===== src/rtl/perceptron_infer_if.sv =====
// ============================================================================
// Module   : perceptron_infer_if
// Brief    : Weight-load, sample-in and result-out signals of perceptron_infer
// Revision : 1.0
// ============================================================================
`default_nettype none

interface perceptron_infer_if #(
    parameter int W = 32
);
    logic         weights_valid_i;
    logic [W-1:0] w1_i;
    logic [W-1:0] w2_i;
    logic [W-1:0] wb_i;
    logic         weights_loaded_o;
    logic         in_valid_i;
    logic         in_ready_o;
    logic [W-1:0] x1_i;
    logic [W-1:0] x2_i;
    logic         out_valid_o;
    logic         out_ready_i;
    logic [W-1:0] sum_o;
    logic         class_o;

    modport master (
        output weights_valid_i, w1_i, w2_i, wb_i, in_valid_i, x1_i, x2_i, out_ready_i,
        input  weights_loaded_o, in_ready_o, out_valid_o, sum_o, class_o
    );

    modport slave (
        input  weights_valid_i, w1_i, w2_i, wb_i, in_valid_i, x1_i, x2_i, out_ready_i,
        output weights_loaded_o, in_ready_o, out_valid_o, sum_o, class_o
    );
endinterface

`default_nettype wire


===== src/rtl/perceptron_infer.sv =====
// ============================================================================
// Module   : perceptron_infer
// Brief    : Sign-magnitude perceptron classifier, one shared multiplier.
//            Define PERCEPTRON_SAT_EN to saturate on overflow instead of wrap.
// Revision : 1.0
// ============================================================================
`default_nettype none

module perceptron_infer #(
    parameter int             Q_M  = 15,
    parameter int             Q_N  = 16,
    parameter logic [Q_M+Q_N:0] BIAS = 32'h0001_0000
) (
    input  wire logic         clk_i,
    input  wire logic         reset_i,
    perceptron_infer_if.slave bus
);
    localparam int W = 1 + Q_M + Q_N;

    typedef enum logic [2:0] {
        S_IDLE = 3'd0,
        S_MUL1 = 3'd1,
        S_MUL2 = 3'd2,
        S_MULB = 3'd3,
        S_OUT  = 3'd4
    } state_t;

    state_t r_state, w_state_nxt;

    logic [W-1:0] r_w1, r_w2, r_wb;
    logic [W-1:0] r_w1s, r_w2s, r_wbs;
    logic [W-1:0] r_x1, r_x2;
    logic [W-1:0] r_acc, r_sum;
    logic         r_class, r_loaded;

    logic         w_in_ready, w_accept;
    logic [W-1:0] w_mul_a, w_mul_b;
    logic [2*(W-1)-1:0] w_prod;
    logic [W-2:0] w_mul_raw, w_mul_mag;
    logic         w_mul_ovf, w_mul_sgn;
    logic [W-1:0] w_add_a, w_add_b, w_add_sum, w_add_res;
    logic [W-2:0] w_add_raw, w_add_mag;
    logic         w_add_ovf, w_add_sgn;

    assign w_in_ready           = (r_state == S_IDLE) && r_loaded;
    assign w_accept             = bus.in_valid_i && w_in_ready;
    assign bus.in_ready_o       = w_in_ready;
    assign bus.weights_loaded_o = r_loaded;
    assign bus.out_valid_o      = (r_state == S_OUT);
    assign bus.sum_o            = r_sum;
    assign bus.class_o          = r_class;

    // Operand select for the single multiplier; the bias step is the default.
    always_comb begin
        w_mul_a = r_wbs;
        w_mul_b = BIAS;
        case (r_state)
            S_MUL1:  begin w_mul_a = r_w1s; w_mul_b = r_x1; end
            S_MUL2:  begin w_mul_a = r_w2s; w_mul_b = r_x2; end
            default: ;
        endcase
    end

    assign w_prod    = {{(W-1){1'b0}}, w_mul_a[W-2:0]} * {{(W-1){1'b0}}, w_mul_b[W-2:0]};
    assign w_mul_raw = w_prod[Q_N+W-2:Q_N];
    assign w_mul_ovf = |w_prod[2*(W-1)-1:Q_N+W-1];

    // First step adds the product to zero so every step shares one adder.
    assign w_add_a   = (r_state == S_MUL1) ? '0 : r_acc;
    assign w_add_b   = {w_mul_sgn, w_mul_mag};
    assign w_add_sum = {1'b0, w_add_a[W-2:0]} + {1'b0, w_add_b[W-2:0]};

    always_comb begin
        w_add_raw = w_add_sum[W-2:0];
        w_add_ovf = 1'b0;
        w_add_sgn = w_add_a[W-1];
        if (w_add_a[W-1] == w_add_b[W-1]) begin
            w_add_ovf = w_add_sum[W-1];
        end else if (w_add_a[W-2:0] >= w_add_b[W-2:0]) begin
            w_add_raw = w_add_a[W-2:0] - w_add_b[W-2:0];
        end else begin
            w_add_raw = w_add_b[W-2:0] - w_add_a[W-2:0];
            w_add_sgn = w_add_b[W-1];
        end
    end

`ifdef PERCEPTRON_SAT_EN
    assign w_mul_mag = w_mul_ovf ? '1 : w_mul_raw;
    assign w_add_mag = w_add_ovf ? '1 : w_add_raw;
`else
    logic w_unused_ovf;
    assign w_unused_ovf = w_mul_ovf | w_add_ovf;
    assign w_mul_mag    = w_mul_raw;
    assign w_add_mag    = w_add_raw;
`endif

    // A zero magnitude is always stored with a positive sign.
    assign w_mul_sgn = (w_mul_a[W-1] ^ w_mul_b[W-1]) & (|w_mul_mag);
    assign w_add_res = {w_add_sgn & (|w_add_mag), w_add_mag};

    always_ff @(posedge clk_i or posedge reset_i) begin
        if (reset_i) r_state <= S_IDLE;
        else         r_state <= w_state_nxt;
    end

    always_comb begin
        w_state_nxt = r_state;
        case (r_state)
            S_IDLE:  if (w_accept) w_state_nxt = S_MUL1;
            S_MUL1:  w_state_nxt = S_MUL2;
            S_MUL2:  w_state_nxt = S_MULB;
            S_MULB:  w_state_nxt = S_OUT;
            S_OUT:   if (bus.out_ready_i) w_state_nxt = S_IDLE;
            default: w_state_nxt = S_IDLE;
        endcase
    end

    always_ff @(posedge clk_i or posedge reset_i) begin
        if (reset_i) begin
            r_w1 <= '0; r_w2 <= '0; r_wb <= '0;
            r_w1s <= '0; r_w2s <= '0; r_wbs <= '0;
            r_x1 <= '0; r_x2 <= '0;
            r_acc <= '0; r_sum <= '0;
            r_class <= 1'b0; r_loaded <= 1'b0;
        end else begin
            if (bus.weights_valid_i) begin
                r_w1     <= bus.w1_i;
                r_w2     <= bus.w2_i;
                r_wb     <= bus.wb_i;
                r_loaded <= 1'b1;
            end
            // A weight load coinciding with accept applies to this sample.
            if (w_accept) begin
                r_x1  <= bus.x1_i;
                r_x2  <= bus.x2_i;
                r_w1s <= bus.weights_valid_i ? bus.w1_i : r_w1;
                r_w2s <= bus.weights_valid_i ? bus.w2_i : r_w2;
                r_wbs <= bus.weights_valid_i ? bus.wb_i : r_wb;
            end
            case (r_state)
                S_MUL1, S_MUL2: r_acc <= w_add_res;
                S_MULB: begin
                    r_acc   <= w_add_res;
                    r_sum   <= w_add_res;
                    r_class <= ~w_add_res[W-1];
                end
                default: ;
            endcase
        end
    end
endmodule

`default_nettype wire


===== src/flat_wrapper.sv =====
// flat-port wrapper written by rule: the top's interface ports become plain ports
module perceptron_infer_flat 
#(
    parameter int             Q_M  = 15,
    parameter int             Q_N  = 16,
    parameter logic [Q_M+Q_N:0] BIAS = 32'h0001_0000
)
  (clk_i, reset_i, bus_weights_valid_i, bus_w1_i, bus_w2_i, bus_wb_i, bus_in_valid_i, bus_x1_i, bus_x2_i, bus_out_ready_i, bus_weights_loaded_o, bus_in_ready_o, bus_out_valid_o, bus_sum_o, bus_class_o);
  perceptron_infer_if #(.W(32)) bus_i ();
  input  wire logic clk_i;
  input  wire logic reset_i;
  input wire logic [$bits(bus_i.weights_valid_i)-1:0] bus_weights_valid_i;
  input wire logic [$bits(bus_i.w1_i)-1:0] bus_w1_i;
  input wire logic [$bits(bus_i.w2_i)-1:0] bus_w2_i;
  input wire logic [$bits(bus_i.wb_i)-1:0] bus_wb_i;
  input wire logic [$bits(bus_i.in_valid_i)-1:0] bus_in_valid_i;
  input wire logic [$bits(bus_i.x1_i)-1:0] bus_x1_i;
  input wire logic [$bits(bus_i.x2_i)-1:0] bus_x2_i;
  input wire logic [$bits(bus_i.out_ready_i)-1:0] bus_out_ready_i;
  output wire logic [$bits(bus_i.weights_loaded_o)-1:0] bus_weights_loaded_o;
  output wire logic [$bits(bus_i.in_ready_o)-1:0] bus_in_ready_o;
  output wire logic [$bits(bus_i.out_valid_o)-1:0] bus_out_valid_o;
  output wire logic [$bits(bus_i.sum_o)-1:0] bus_sum_o;
  output wire logic [$bits(bus_i.class_o)-1:0] bus_class_o;
  assign bus_i.weights_valid_i = bus_weights_valid_i;
  assign bus_i.w1_i = bus_w1_i;
  assign bus_i.w2_i = bus_w2_i;
  assign bus_i.wb_i = bus_wb_i;
  assign bus_i.in_valid_i = bus_in_valid_i;
  assign bus_i.x1_i = bus_x1_i;
  assign bus_i.x2_i = bus_x2_i;
  assign bus_i.out_ready_i = bus_out_ready_i;
  assign bus_weights_loaded_o = bus_i.weights_loaded_o;
  assign bus_in_ready_o = bus_i.in_ready_o;
  assign bus_out_valid_o = bus_i.out_valid_o;
  assign bus_sum_o = bus_i.sum_o;
  assign bus_class_o = bus_i.class_o;
  perceptron_infer #(.Q_M(Q_M), .Q_N(Q_N), .BIAS(BIAS)) u_core (.clk_i(clk_i), .reset_i(reset_i), .bus(bus_i));
endmodule

===== config.mk =====
export PLATFORM = sky130hd
export DESIGN_NAME = perceptron_infer_flat
export DESIGN_NICKNAME = d
export VERILOG_FILES = /design/src/rtl/perceptron_infer_if.sv /design/src/rtl/perceptron_infer.sv /design/src/flat_wrapper.sv
export SDC_FILE = /design/constraint.sdc
export NUM_CORES = 2
export LEC_CHECK = 0
export CAP_MARGIN = 10
export CORE_MARGIN = 8
export CORE_UTILIZATION = 31
export CTS_CLUSTER_DIAMETER = 200
export DETAILED_ROUTE_END_ITERATION = 16
export PLACE_DENSITY_LB_ADDON = 0.12
export SLEW_MARGIN = 20
export SYNTH_ARGS = -nofsm -noshare
export SYNTH_HDL_FRONTEND = slang
export SYNTH_SLANG_ARGS = --single-unit

===== constraint.sdc =====
create_clock -name clk_i -period 16.69 [get_ports clk_i]
set_input_delay 2.5035 -clock clk_i [delete_from_list [all_inputs] [get_ports clk_i]]
set_output_delay 2.5035 -clock clk_i [all_outputs]
set_load 0.1 [all_outputs]

* After elaboration in Yosys (flattened, before gate mapping)
Index checks and enable logic that the tools add are counted.
** Storage, ports and cells
- Input port bits :: 165
- Register bits after elaboration :: 325
- Output and inout bits :: 36
- Logic and storage cells :: 49
** Cells by class
- Reductions and logical operators :: 7
- Order comparisons :: 1
- $mul :: 1
- Eq/ne operators :: 7
- Multiplexer cells :: 13
- Bitwise logic cells :: 4
- Add/subtract/negate cells :: 3
** Operators by type and width (count)
- 2-to-1 mux 32 bit :: 4
- case mux 32 bit (2 select lines) :: 2
- 2-to-1 mux 31 bit :: 2
- OR reduction 31 bit :: 2
- subtractor 31 bit :: 2
- multiplier 31 x 31 -> 47 bit :: 1
- adder 31 bit :: 1
- >= comparator 31 bit :: 1
- case mux 3 bit (5 select lines) :: 1
- equality test 3 x 2 -> 1 bit, second input constant :: 2
- 2-to-1 mux 3 bit :: 2
- equality test 3 x 1 -> 1 bit, second input constant :: 1
- equality test 3 bit, second input constant :: 1
- logical NOT 3 bit :: 1
- OR reduction 3 bit :: 1
- AND 1 bit :: 2
- logical AND 1 bit :: 2
- 2-to-1 mux 1 bit :: 2
- inequality test 2 x 1 -> 1 bit, second input constant :: 1
- inequality test 2 bit, second input constant :: 1
- AND reduction 2 bit :: 1
- equality test 1 bit :: 1
- inverter 1 bit :: 1
- bitwise XOR 1 bit :: 1

* Longest topological paths before layout
- Word-level depth :: 10
- Depth in mapped cells :: 52
- Depth with buffers taken out :: 45

* Worst setup path before layout
OpenSTA, ideal clock, no wires.
- Kind :: register to register
- From :: reg u_core.r_state[1]
- To :: reg u_core.r_class (netlist: u_core.bus.class_o)
- Slack :: 4.640 ns
- Stages on the path, launching flop included :: 47
- Arrival time :: 11.981 ns
- Data required time :: 16.621 ns
- Clock period less this slack :: 12.050 ns
- Path buffers :: 8
- Library setup time :: 0.069 ns
- Cells stage by stage :: dfrtp_1 > or3b_1 > buf_2 > buf_2 > clkbuf_1 > and3_1 > a221oi_1 > clkbuf_1 > nor2_1 > fa_1 > fa_1 > fa_1 > inv_1 > fa_1 > inv_1 > fa_1 > inv_1 > fa_1 > [11 not listed] > ha_1 > clkbuf_1 > nor4_1 > nand3_1 > or2_2 > nor2_1 > a211oi_1 > a31oi_1 > clkbuf_1 > clkbuf_1 > mux2i_1 > o21ai_0 > mux2i_1 > xnor2_1 > nand2_1 > nor4b_2 > a41o_1 > mux2_2
** Between the ends
- Cells in the longest elaborated chain, start to end :: 10
- Elaborated cells between the ends (all ways) :: 22
- Classes of those cells :: 3 x add/sub; 1 x mul; 1 x order compare; 4 x eq/ne; 7 x mux; 4 x bitwise; 2 x reduce/logical
** Ends and longest elaborated chain
- start: declaration :: line perceptron_infer.sv:28 : state_t r_state, w_state_nxt;
- start signal: assignment :: line perceptron_infer.sv:103 : else r_state <= w_state_nxt;
- parallel branches: the longest is 10 deep, another holds multiplier 31 x 31 -> 47 bit
- end signal: assignment :: line perceptron_infer.sv:145 : r_class <= ~w_add_res[W-1];
- end: declaration :: line perceptron_infer.sv:34 : logic r_class, r_loaded;
Several ways; the timed one is not identified.
A chain may end at the register's enable or synchronous reset.

* Worst setup path in the final report
Same ends and word-level chain as after synthesis.

==> results.tsv <==
metric	value	unit
crit_arrival	15700	ps
synth.avg_cell_area	9.34	um2
cts_tree	done	
seqCellArea	8130	um2
detailed_place_hpwl	128	mm
hold_viol	0	
end_kind	register	
synth-seq-cells	325	
synth-main-ff-cell	dfrtp_1	
start_util	0.312	
cpMaxStageDelayCell	a21boi_2	
vias_per_cell	5.06	
cts_root_buffer	clkbuf_16	
fmax	65.9	MHz
setup_tns	0	ps
status	finished clean	
tightest_slew	1220	ps
io_buffers	200	
path_max_fanout	58	
cts_hold_buf	0	
max_cap_violations	0	
dr.pass1.iters	5	
core_area	141000	um2
diodes	0	
drcViolationCount	0	
final_nets	5976	
final_cell_mix	inv_1, fa_1, nand2_1, nor2_1, dfrtp_1	
hold_path_class	register to register	
setup_viol	0	
fillCellCount	14700	
finalClockSkew	13.8	ps
grt_pass1_vias	37200	
cp-start-kind	register	
drt_iter0_drc	2342	
overflow	0	
grt_use_total	0.213	
slew_headroom	0.185	
grt_pass1_wl	246	mm
post_drt_wl_per_cell	24.0	um
clockBufferDepth	3	
multiInputGateArea	32200	um2
pin_count	201	
die_area	154000	um2
cp.required	17210	ps
drive_above_1_share	0.105	
setup.worst_path.class	register to register	
grt_max_degree	116	
wl	162	mm
ys.warnings.count	0	
antenna_found_initial	9	
ant_nets	0	
h-tree-depth	2	
die_y	393	um
postCtsSetupBuffers	0	
clock_latency	590	ps
cts.clk_slew.worst_paths	60	ps
cts.sinks	325	
syn_nets	5877	
vias	34100	
slew_violations	0	
slowest_delay	960	ps
fp-row-count	138	
synthArstFlopShare	1.00	
finalCritPeriodShare	0.909	
cts_resized	0	
final_common_cell	inv_1	
synth_edf_count	0	
place.gp.congestion	0.909	
min_period	15180	ps
grt_setup_unrepaired	false	
area_growth	13.0	%
crit_path_frequent_cell	fa_1	
ys_types	91	
netlist_area	44000	um2
fin_util	0.352	
seq_area_frac_synth	0.185	
netlist_instances	4715	
die_w	393	um
cts_buffers	39	
## registers in the layout, indices dropped and copies added (netlist names)
name                         cells
u_core.bus.weights_loaded_o      1
u_core.r_x2                     32
u_core.r_wb                     32
u_core.r_acc                    32
u_core.bus.sum_o                32
u_core.r_wbs                    32
u_core.r_state                   3
u_core.r_w1                     32
u_core.r_w2s                    32
u_core.r_x1                     32
u_core.bus.class_o               1
u_core.r_w1s                    32
u_core.r_w2                     32
## routing by layer
metal / wire length, um / share of wire / vias up / GRT usage
li1: - / - / 15100 / -
met1: 68800 / 0.43 / 17800 / 0.278
met2: 78800 / 0.49 / 917 / 0.365
met3: 8000 / 0.049 / 208 / 0.0241
met4: 6260 / 0.039 / 0 / 0.0737
met5: 0 / 0 / - / 0
## cells in the mapped netlist, types with 27 or more instances
master / instances / area share
mux2i_1: 31 / 0.0070
mux2_2: 263 / 0.067
and3_1: 30 / 0.0043
nor3_1: 42 / 0.0048
nand2_1: 653 / 0.056
fa_1: 737 / 0.34
o21ai_0: 141 / 0.016
dfrtp_1: 325 / 0.18
and2_1: 57 / 0.0081
a21o_1: 33 / 0.0056
xnor2_1: 59 / 0.012
a21oi_1: 132 / 0.015
clkbuf_1: 208 / 0.018
ha_1: 260 / 0.074
nor2_1: 476 / 0.041
inv_1: 771 / 0.066
nand3_1: 27 / 0.0031
## area by class of cell
class	instances	share of cell area
multi-input cells	3367	0.648
flip-flops and latches	325	0.163
inverters	774	0.0585
repair buffers	307	0.0567
well taps	1890	0.0475
clock buffers	55	0.0222
clock inverters	17	0.00345
## metrics by stage
step	setup slack, ps	area (um2)	hold slack (ps)	cells
3_3_place_gp	1700	48400	453	6660
3_5_place_dp	1570	48500	456	6662
2_1_floorplan	4640	44000	438	4715
4_1_cts	1540	49700	473	6734
6_report	1510	49800	468	6735
5_1_grt	938	49800	495	6735
## path summary, 6_finish.rpt
| check | startpoint | slack (ps) | endpoint | cells after the start |
|---|---|---|---|---|
| max | u_core.r_state[1]$_DFFE_PP0P_ | 1510 | u_core.bus.class_o$_DFFE_PP0P_ | 42 |
| min | u_core.r_acc[0]$_DFFE_PP0P_ | 470 | u_core.r_acc[0]$_DFFE_PP0P_ | 2 |
| max in group asynchronous | reset_i | 12290 | u_core.r_wbs[17]$_DFFE_PP0P_ | 4 |
| max reg2reg | u_core.r_state[1]$_DFFE_PP0P_ | 1510 | u_core.bus.class_o$_DFFE_PP0P_ | 42 |
| min reg2reg | u_core.r_acc[0]$_DFFE_PP0P_ | 470 | u_core.r_acc[0]$_DFFE_PP0P_ | 2 |
| min in group asynchronous | reset_i | 2540 | u_core.r_w2s[29]$_DFFE_PP0P_ | 2 |
## cells by family (layout without fill, tap and decap cells)
family,Yosys count,after routing,share of synthesized area
compound gates,584,584,0.0894
buf+inv,1023,1153,0.0886
simple gates,1416,1416,0.137
mux,294,294,0.0743
xor+xnor,76,76,0.0168
fa+ha+maj,997,997,0.409
flops,325,325,0.185
## worst max-delay path, delay by kind of cell (launching register included)
kind	cells	cell delay (ps)
flops	1	320
fa+ha+maj	10	4840
buf+inv	7	1800
xor+xnor	2	700
compound gates	10	3730
simple gates	11	3290
mux	2	370
Power is not shown: default switching activity piles up to over one toggle a cycle in this logic, so the estimate is an artifact.
